$ cat config.mk
export PLATFORM = sky130hd
export DESIGN_NAME = cla_seq
export DESIGN_NICKNAME = d
export VERILOG_FILES = /design/src/rtl/cla_seq.sv
export SDC_FILE = /design/constraint.sdc
export NUM_CORES = 1
export LEC_CHECK = 0
export CORE_MARGIN = 2
export CORE_UTILIZATION = 60
export CTS_CLUSTER_SIZE = 25
export DETAILED_ROUTE_END_ITERATION = 10
export DONT_BUFFER_PORTS = 1
export MAX_ROUTING_LAYER = met4
export PLACE_DENSITY = 0.85
export RECOVER_POWER = 100
export SKIP_CTS_REPAIR_TIMING = 1
export SYNTH_ARGS = -nofsm -noshare
export SYNTH_HDL_FRONTEND = slang
export SYNTH_HIERARCHICAL = 1
export SYNTH_SLANG_ARGS = --single-unit
$ cat constraint.sdc
create_clock -name clk -period 8.64 [get_ports clk]
set_clock_uncertainty 0.15 [all_clocks]
set_input_delay 0.864 -clock clk [delete_from_list [all_inputs] [get_ports clk]]
set_output_delay 0.864 -clock clk [all_outputs]
set_load 0.02 [all_outputs]
$ cat src/rtl/cla_seq.sv
// cla_seq: multi-word adder sequencer built around one 32-bit carry-lookahead
// adder (cla32). Wide operands of WORDS x 32 bits are added one word per
// clock, least-significant word first, with the carry chained through a
// register between words.
//
// Build option: define CLA_SEQ_SUB_EN to compile in subtract support
// (op=1 computes a - b as a + ~b + 1). Without it, op is ignored and every
// operation is a + b + ci.

// -----------------------------------------------------------------------------
// cla32: purely combinational 32-bit carry-lookahead adder.
// Three lookahead levels: 4-bit groups, super-groups of four groups, and a
// top level spanning the two super-groups.
// -----------------------------------------------------------------------------
module cla32 (
    input  logic [31:0] a,
    input  logic [31:0] b,
    input  logic        ci,
    output logic [31:0] s,
    output logic        co
);

    // Four-position lookahead: returns the carries into positions 0..3 and
    // the carry out of position 3 (bit 4), all as flat sum-of-products.
    function automatic logic [4:0] lookahead4(
        input logic [3:0] g,
        input logic [3:0] p,
        input logic       c0
    );
        logic [4:0] c;
        c[0] = c0;
        c[1] = g[0] | (p[0] & c0);
        c[2] = g[1] | (p[1] & g[0]) | (p[1] & p[0] & c0);
        c[3] = g[2] | (p[2] & g[1]) | (p[2] & p[1] & g[0])
             | (p[2] & p[1] & p[0] & c0);
        c[4] = g[3] | (p[3] & g[2]) | (p[3] & p[2] & g[1])
             | (p[3] & p[2] & p[1] & g[0]) | (p[3] & p[2] & p[1] & p[0] & c0);
        return c;
    endfunction

    logic [31:0] p_bit;
    logic [31:0] g_bit;
    logic [31:0] c_bit;
    logic [7:0]  g_grp;
    logic [7:0]  p_grp;
    logic [7:0]  c_grp;
    logic [1:0]  g_sup;
    logic [1:0]  p_sup;
    logic [4:0]  c_sup;
    logic [4:0]  la;

    // Generate/propagate at each level, then push carries back down.
    // NOTE: every variable gets an unconditional value before any use so the
    // block stays purely combinational and no latch is inferred.
    always_comb begin
        p_bit = a ^ b;
        g_bit = a & b;
        c_bit = '0;
        g_grp = '0;
        p_grp = '0;
        c_grp = '0;
        g_sup = '0;
        p_sup = '0;
        la    = '0;

        // Level 1: group generate/propagate over each 4-bit slice.
        for (int j = 0; j < 8; j++) begin
            la       = lookahead4(g_bit[4*j +: 4], p_bit[4*j +: 4], 1'b0);
            g_grp[j] = la[4];
            p_grp[j] = &p_bit[4*j +: 4];
        end

        // Level 2: super-group generate/propagate over four groups each.
        for (int k = 0; k < 2; k++) begin
            la       = lookahead4(g_grp[4*k +: 4], p_grp[4*k +: 4], 1'b0);
            g_sup[k] = la[4];
            p_sup[k] = &p_grp[4*k +: 4];
        end

        // Top level: carries into each super-group and the final carry out.
        c_sup = lookahead4({2'b00, g_sup}, {2'b00, p_sup}, ci);

        // Carries into each group from its super-group carry.
        for (int k = 0; k < 2; k++) begin
            la               = lookahead4(g_grp[4*k +: 4], p_grp[4*k +: 4], c_sup[k]);
            c_grp[4*k +: 4]  = la[3:0];
        end

        // Carries into each bit from its group carry.
        for (int j = 0; j < 8; j++) begin
            la               = lookahead4(g_bit[4*j +: 4], p_bit[4*j +: 4], c_grp[j]);
            c_bit[4*j +: 4]  = la[3:0];
        end

        s  = p_bit ^ c_bit;
        co = c_sup[2];
    end

endmodule

// -----------------------------------------------------------------------------
// cla_seq: word-serial wide adder controller.
// -----------------------------------------------------------------------------
module cla_seq #(
    parameter int WORDS = 4
) (
    input  logic                  clk,
    input  logic                  reset_n,
    input  logic                  start,
    input  logic                  op,
    input  logic [32*WORDS-1:0]   a,
    input  logic [32*WORDS-1:0]   b,
    input  logic                  ci,
    output logic                  busy,
    output logic                  done,
    output logic [32*WORDS-1:0]   s,
    output logic                  co
);

    localparam int                IDX_W    = $clog2(WORDS);
    localparam logic [IDX_W-1:0]  LAST_IDX = IDX_W'(WORDS - 1);

    typedef enum logic [1:0] {
        S_IDLE = 2'd0,
        S_ADD  = 2'd1,
        S_DONE = 2'd2
    } state_t;

    state_t               state;
    state_t               state_nxt;

    logic [32*WORDS-1:0]  a_q;
    logic [32*WORDS-1:0]  b_q;
    logic                 carry_q;
    logic [IDX_W-1:0]     idx;

    logic [31:0]          a_word;
    logic [31:0]          b_word;
    logic [31:0]          sum_word;
    logic                 sum_co;
    logic                 carry_init;
    logic                 last_word;

`ifdef CLA_SEQ_SUB_EN
    logic                 op_q;
`else
    // op stays on the interface for a uniform port list but drives nothing.
    logic                 unused_op;
    assign unused_op = op;
`endif

    assign last_word = (idx == LAST_IDX);

    // Select the current word of each operand; invert B for a subtract.
    // {idx, 5'b0} is idx*32 at exactly the width needed to address the bus.
    always_comb begin
        a_word = a_q[{idx, 5'b0} +: 32];
        b_word = b_q[{idx, 5'b0} +: 32];
`ifdef CLA_SEQ_SUB_EN
        if (op_q) begin
            b_word = ~b_word;
        end
`endif
    end

    // Initial carry: ci for an add, forced to 1 for a subtract (two's complement).
    always_comb begin
`ifdef CLA_SEQ_SUB_EN
        carry_init = op ? 1'b1 : ci;
`else
        carry_init = ci;
`endif
    end

    cla32 u_cla32 (
        .a  (a_word),
        .b  (b_word),
        .ci (carry_q),
        .s  (sum_word),
        .co (sum_co)
    );

    // State register.
    // NOTE: sequential state is written with non-blocking assignments so every
    // flop samples pre-edge values regardless of process evaluation order.
    always_ff @(posedge clk or negedge reset_n) begin
        if (!reset_n) begin
            state <= S_IDLE;
        end else begin
            state <= state_nxt;
        end
    end

    // Next-state logic: start is only looked at in IDLE.
    always_comb begin
        state_nxt = state;
        unique case (state)
            S_IDLE:  if (start)     state_nxt = S_ADD;
            S_ADD:   if (last_word) state_nxt = S_DONE;
            S_DONE:                 state_nxt = S_IDLE;
            default:                state_nxt = S_IDLE;
        endcase
    end

    // Status outputs decoded from state only; no input-to-output path.
    always_comb begin
        busy = (state != S_IDLE);
        done = (state == S_DONE);
    end

    // Operand capture, word loop and result registers.
    // NOTE: the operand and result registers are wide but are plain flops, not
    // a RAM, so they take the async reset and come up as zero.
    always_ff @(posedge clk or negedge reset_n) begin
        if (!reset_n) begin
            a_q     <= '0;
            b_q     <= '0;
            carry_q <= 1'b0;
            idx     <= '0;
            s       <= '0;
            co      <= 1'b0;
`ifdef CLA_SEQ_SUB_EN
            op_q    <= 1'b0;
`endif
        end else begin
            unique case (state)
                S_IDLE: begin
                    if (start) begin
                        a_q     <= a;
                        b_q     <= b;
                        carry_q <= carry_init;
                        idx     <= '0;
`ifdef CLA_SEQ_SUB_EN
                        op_q    <= op;
`endif
                    end
                end
                S_ADD: begin
                    s[{idx, 5'b0} +: 32] <= sum_word;
                    carry_q              <= sum_co;
                    if (last_word) begin
                        co <= sum_co;
                    end else begin
                        idx <= idx + 1'b1;
                    end
                end
                default: ;
            endcase
        end
    end

endmodule

==> run summary, run 1 <==
WP data required: 8.90 ns
Synth cell types: 58
Setup TNS: 0 ns
Final Setup Violations: 0
Routed Antenna Nets: 0
CTS Root Cell: clkbuf_16
Failing checks: negative hold slack, max-capacitance violations, max-slew violations
Fmax: 0.154 GHz
Die Height: 177 um
Synthesis Warnings: 6
Area added between synthesis and finish: 8.04%
Die Width: 177 um
Clock slew at reported path FFs: 0.06 ns
Number of global-route vias before repair: 11400
Synth Area per Inst: 13.3 um^2
Layout cells sized above 1: 30.0%
Hold Slack: -0.105 ns
I/O Pins: 392
H-tree Lvls: 2
Top FF cell, synth: dfrtp_1
Crit path arrival time: 6.75 ns
Post-Synthesis Cells: 1341
Synth async-reset ratio: 100%
Num CTS Buffers: 39
Initial antenna violation count: 20
Worst slack at placement: 3.47 ns
Startpoint types: flop
Nets: 1621
Top cell type's share of synthesized area: 54.5%
Sequential fraction of the synthesis area: 54.5%
Post-synthesis cell area: 17900 um^2
Clock period minus worst slack: 6.48 ns
Max_cap viols: 4
Top-count cell post-synth: dfrtp_1
Via count: 11000
Hold Crit Class: in2async
Global-route wire length before repair: 65700 um
Final Max Tran Viols: 346
Avg WL per Cell: 25.1 um
Area of the die: 31200 um^2
Cell taking the most area after synthesis: dfrtp_1
CTS sink cnt: 390
Detailed placement HPWL: 30700 um
Status: finished, violations left
Number of synthesized flops with an enable pin: 0
Fin. Hold Viols: 224
Via density: 6.25
Final worst path period share: 75.0%
Worst skew pair latency: 0.52 ns
Core ar.: 29500 um^2
Synth Register Bits: 390
Synth Net Count: 1648
Maximum root-to-sink buffer count: 3
FP Rows: 63
Largest net degree at the start of global routing: 391
CP Class: reg2reg
Total global-route track usage: 28.5%
Most frequent cells after synthesis: dfrtp_1 (390), mux2_2 (257), nand2_1 (207)
Slew @ Worst Pin: 4.06 ns
1st-pass router iterations: 5
Drt initial violations: 909
Grt total ovfl: 0
CTS tree: yes
Final wirelength: 44200 um
Starting Density: 60.7%
CP Capture Type: flop
CP max FO: 53
Normalized max-slew margin: -171%
RSZ-0062 raised after global routing: no
Synth top area cells: dfrtp_1 (55%), mux2_2 (16%), mux4_2 (8.1%)
DRC: 0
Routability cong.: 0.812
Worst setup margin: 2.16 ns
Port-buffer cells: 0
==> registers in the layout, summed over array words and instances, names as in the netlist <==
| name | count |
|---|---|
| carry_q | 1 |
| state | 2 |
| b_q | 128 |
| a_q | 128 |
| co | 1 |
| idx | 2 |
| s | 128 |
==> logic make-up (layout without fill, tap and decap cells) <==
family | after synthesis | in the layout | share of synthesized area (%)
other | 0 | 22 | 0
buffers and inverters | 93 | 97 | 3.15
xor gates and xnor gates | 20 | 20 | 0.978
muxes | 321 | 321 | 24.2
adders and majority gates | 46 | 46 | 3.55
and+or+nand+nor | 279 | 279 | 6.82
DFF | 390 | 390 | 54.5
AOI/OAI and AO/OA | 192 | 192 | 6.77
==> metrics by stage <==
stage	utilization, %	std cells	cell area, um^2
2_1_floorplan	-	1341	17900
3_3_place_gp	61.2	1663	18000
3_5_place_dp	61.2	1663	18000
4_1_cts	65.7	1735	19400
5_1_grt	65.6	1755	19300
6_report	65.6	1757	19300
==> final timing paths <==
| kind | from | to | slack, ns | depth (start not counted) |
|---|---|---|---|---|
| min | reset_n | s[100] | -0.11 | 0 |
| min in group clk | a[48] | a_q[48] | 0.34 | 1 |
| max | idx[1] | s[61] | 2.16 | 13 |
| min reg2reg | b_q[104] | b_q[104] | 0.35 | 1 |
| max reg2reg | idx[1] | s[61] | 2.16 | 13 |
| max in group asynchronous | reset_n | b_q[48] | 7.78 | 0 |
==> metal layers <==
layer	GRT usage, %	vias up	share of wire (%)
met4	11.1	0	3.1
met5	-	-	0
met2	43.4	558	48
met3	9.11	110	10
li1	-	4780	-
met1	36.0	5542	39
==> worst max-delay path, cell delays in order, from the launching register on <==
cell      delay, ns
dfrtp_1        2.01
clkbuf_1       1.01
mux4_2         0.50
ha_1           0.41
a21o_1         0.21
a21oi_1        0.16
nand3_1        0.16
nor3_1         0.18
a21oi_1        0.14
or2_0          0.27
fa_1           0.40
xor2_1         0.46
nand2_1        0.10
o21ai_0        0.20
==> layout make-up <==
class                           instances  area, um^2
Clock buffer                           54        1100
Fill cell                            2014       10100
Antenna cell                           22        55.1
Inverter                               12        45.0
Timing Repair Buffer                   13        85.1
Clock inverter                         18         233
Sequential cell                       390        9760
Tap cell                              390         488
Multi-Input combinational cell        858        7570
==> cells in the final DEF, fill, tap and decap left out, types with 3 or more instances in the layout <==
cell,count
mux2_2,256
and2_1,3
nor2_1,13
nand2b_1,5
a21o_1,7
o311ai_0,3
o21ai_0,105
ha_1,38
o211ai_1,3
clkbuf_8,7
nand4_1,7
xnor2_1,10
bufinv_16,5
xor2_1,10
buf_4,9
clkinv_2,8
nand3_1,9
inv_6,4
fa_1,8
diode_2,22
a22o_1,32
nand2_1,207
nor3_1,8
nor2b_1,5
mux4_2,64
clkbuf_1,10
or3_1,3
inv_1,12
nand3b_1,5
dfrtp_1,389
clkbuf_16,39
a21oi_1,22
Power of run 1 is left out: the tool's default activity adds up to more than one toggle a clock period on the data nets, which glitch-free logic cannot reach.
==> run 2: changes to the inputs <==
clock period = 6.51 ns   (was 8.64 ns; I/O delays follow)
==> run 2 against run 1 <==
The run still ends with negative hold slack, max-capacitance violations, max-slew violations left. Critical path type unchanged. Die area did not move. Via count fell by 0.63%. Global-route usage rose by 0.41 points. Fmax rose by 18%. Wire length fell by 0.27%. Worst hold slack got worse by 0.22 ns. Final cell count fell by 0.46%. Critical path depth fell by 9. Non-clock buffer count rose by 2. Worst setup slack got worse by 1.1 ns. Register-to-register slack got worse by 1.1 ns.
==> run summary, run 2 (synthesized netlist as in run 1, its figures left out) <==
Crit-path slowest cell: clkbuf_1
Final Setup Violations: 0 (unchanged)
DRC: 0 (unchanged)
Routability cong.: 0.840 (+3.5%)
Clock slew at reported path FFs: 0.06 ns (about the same)
Via count: 10900 (-0.63%)
Global route hottest layer: met2
Crit path arrival time: 5.74 ns (-1.01 ns)
Number of global-route vias before repair: 11600 (+1.7%)
Maximum root-to-sink buffer count: 3 (unchanged)
Die Width: 177 um (unchanged)
Met2 usage: 44.1% (+0.67 points)
Final worst path period share: 84.4% (+9.4 points)
CTS tree: yes
Via density: 6.24 (-0.17%)
Num CTS Buffers: 39 (unchanged)
Max_cap viols: 4 (unchanged)
Path depth of the worst reg2reg path: 4 (-9)
Initial antenna violation count: 13 (-35%)
Hold Slack: -0.323 ns (-0.218 ns)
Fin. Hold Viols: 390 (+74%)
Critical path depth in cells: 4 (-9)
Most common cell after layout, fill and taps aside: dfrtp_1
WP data required: 6.75 ns (-2.15 ns)
Reg2reg start: state[0]
Starting Density: 60.7% (unchanged)
Failing checks: negative hold slack, max-capacitance violations, max-slew violations
Clock period minus worst slack: 5.49 ns (-0.989 ns)
Core ar.: 29500 um^2 (unchanged)
Most frequent cells in the layout: dfrtp_1 (388), mux2_2 (256), nand2_1 (207), o21ai_0 (104), mux4_2 (64)
I/O Pins: 392 (unchanged)
Hold Crit Class: in2async
Drt initial violations: 882 (-3.0%)
Layout cells sized above 1: 29.8% (-0.22 points)
Met3 Use GR: 9.60% (+0.49 points)
M1 GR Usage: 35.9% (-0.072 points)
Crit-path leading delay family: buffers and inverters
R2R Setup Slk: 1.02 ns (-1.14 ns)
Normalized max-slew margin: -108% (+62 points)
Buf/Inv on CP: 2 (+1)
Total global-route track usage: 29.0% (+0.41 points)
Startpoint types: flop
Grt total ovfl: 0 (unchanged)
Area of the die: 31200 um^2 (unchanged)
Die Height: 177 um (unchanged)
Worst skew pair latency: 0.52 ns (about the same)
Setup TNS: 0 ns (unchanged)
Routed Antenna Nets: 0 (unchanged)
CTS Root Cell: clkbuf_16
CP Capture Type: flop
Port-buffer cells: 0 (unchanged)
Worst R2R End: b_q[40]
Status: finished, violations left
Final Max Tran Viols: 262 (-24%)
Largest net degree at the start of global routing: 391 (unchanged)
CP max FO: 77 (+45%)
Largest regs: a_q x128, b_q x128, s x128
H-tree Lvls: 2 (unchanged)
Fmax: 0.182 GHz (+18%)
Final wirelength: 44000 um (-0.27%)
1st-pass router iterations: 5 (unchanged)
Area added between synthesis and finish: 7.51%
Critical-path cell list: nor3b_1 -> clkbuf_1 -> clkbuf_2 -> mux2_2
RSZ-0062 raised after global routing: no
FP Rows: 63 (unchanged)
Detailed placement HPWL: 30900 um (+0.75%)
CP Class: reg2reg
Avg WL per Cell: 25.2 um (+0.19%)
Slew @ Worst Pin: 3.13 ns (-0.933 ns)
Fillers: 2021 (+0.35%)
Worst setup path start: state[0]
CP endpoint: b_q[40]
Global-route wire length before repair: 66400 um (+1.2%)
CTS sink cnt: 390 (unchanged)
Crit-path max cell delay: 2.22 ns (+0.21 ns)
Nets: 1623 (+0.12%)
-- run 2: how the worst min path moves through the flow --
| stage | start | endpoint | depth (start not counted) |
|---|---|---|---|
| 3_3_place_gp | reset_n | s[115] | 0 |
| 5_1_grt | reset_n | s[35] | 0 |
| 6_report | reset_n | s[12] | 0 |
| 4_1_cts | reset_n | s[38] | 0 |
| 3_5_place_dp | reset_n | s[35] | 0 |
| 2_1_floorplan | reset_n | a_q[0] | 0 |
-- run 2: layer usage --
metal  wire [um]  part of all wire (%)
met2       20700                    47
met5           0                     0
met4        1740                   3.9
met1       17000                    39
met3        4560                    10
-- run 2: layout make-up --
cell class / instances / area, um^2 / share of cell area (%)
Tap cell: 390 / 488 / 2.54
Multi-Input combinational cell: 858 / 7570 / 39.3
Timing Repair Buffer: 15 / 96.3 / 0.501
Inverter: 12 / 45.0 / 0.234
Antenna cell: 14 / 35.0 / 0.182
Clock inverter: 9 / 51.3 / 0.267
Clock buffer: 61 / 1190 / 6.19
Sequential cell: 390 / 9770 / 50.7
-- run 2: stage by stage --
step	cell area [um^2]	instances	hold WS, ns	util (%)	worst slack (ns)
finish	19200	1749	-0.323	65.3	1.02
floorplan	17900	1341	0.205	-	2.61
CTS	19300	1735	-0.343	65.4	1.42
global placement	18000	1665	0.216	61.2	1.57
detailed placement	18000	1665	0.214	61.2	1.45
global route	19200	1748	-0.352	65.3	0.675
Power of run 2 is left out for the same reason.
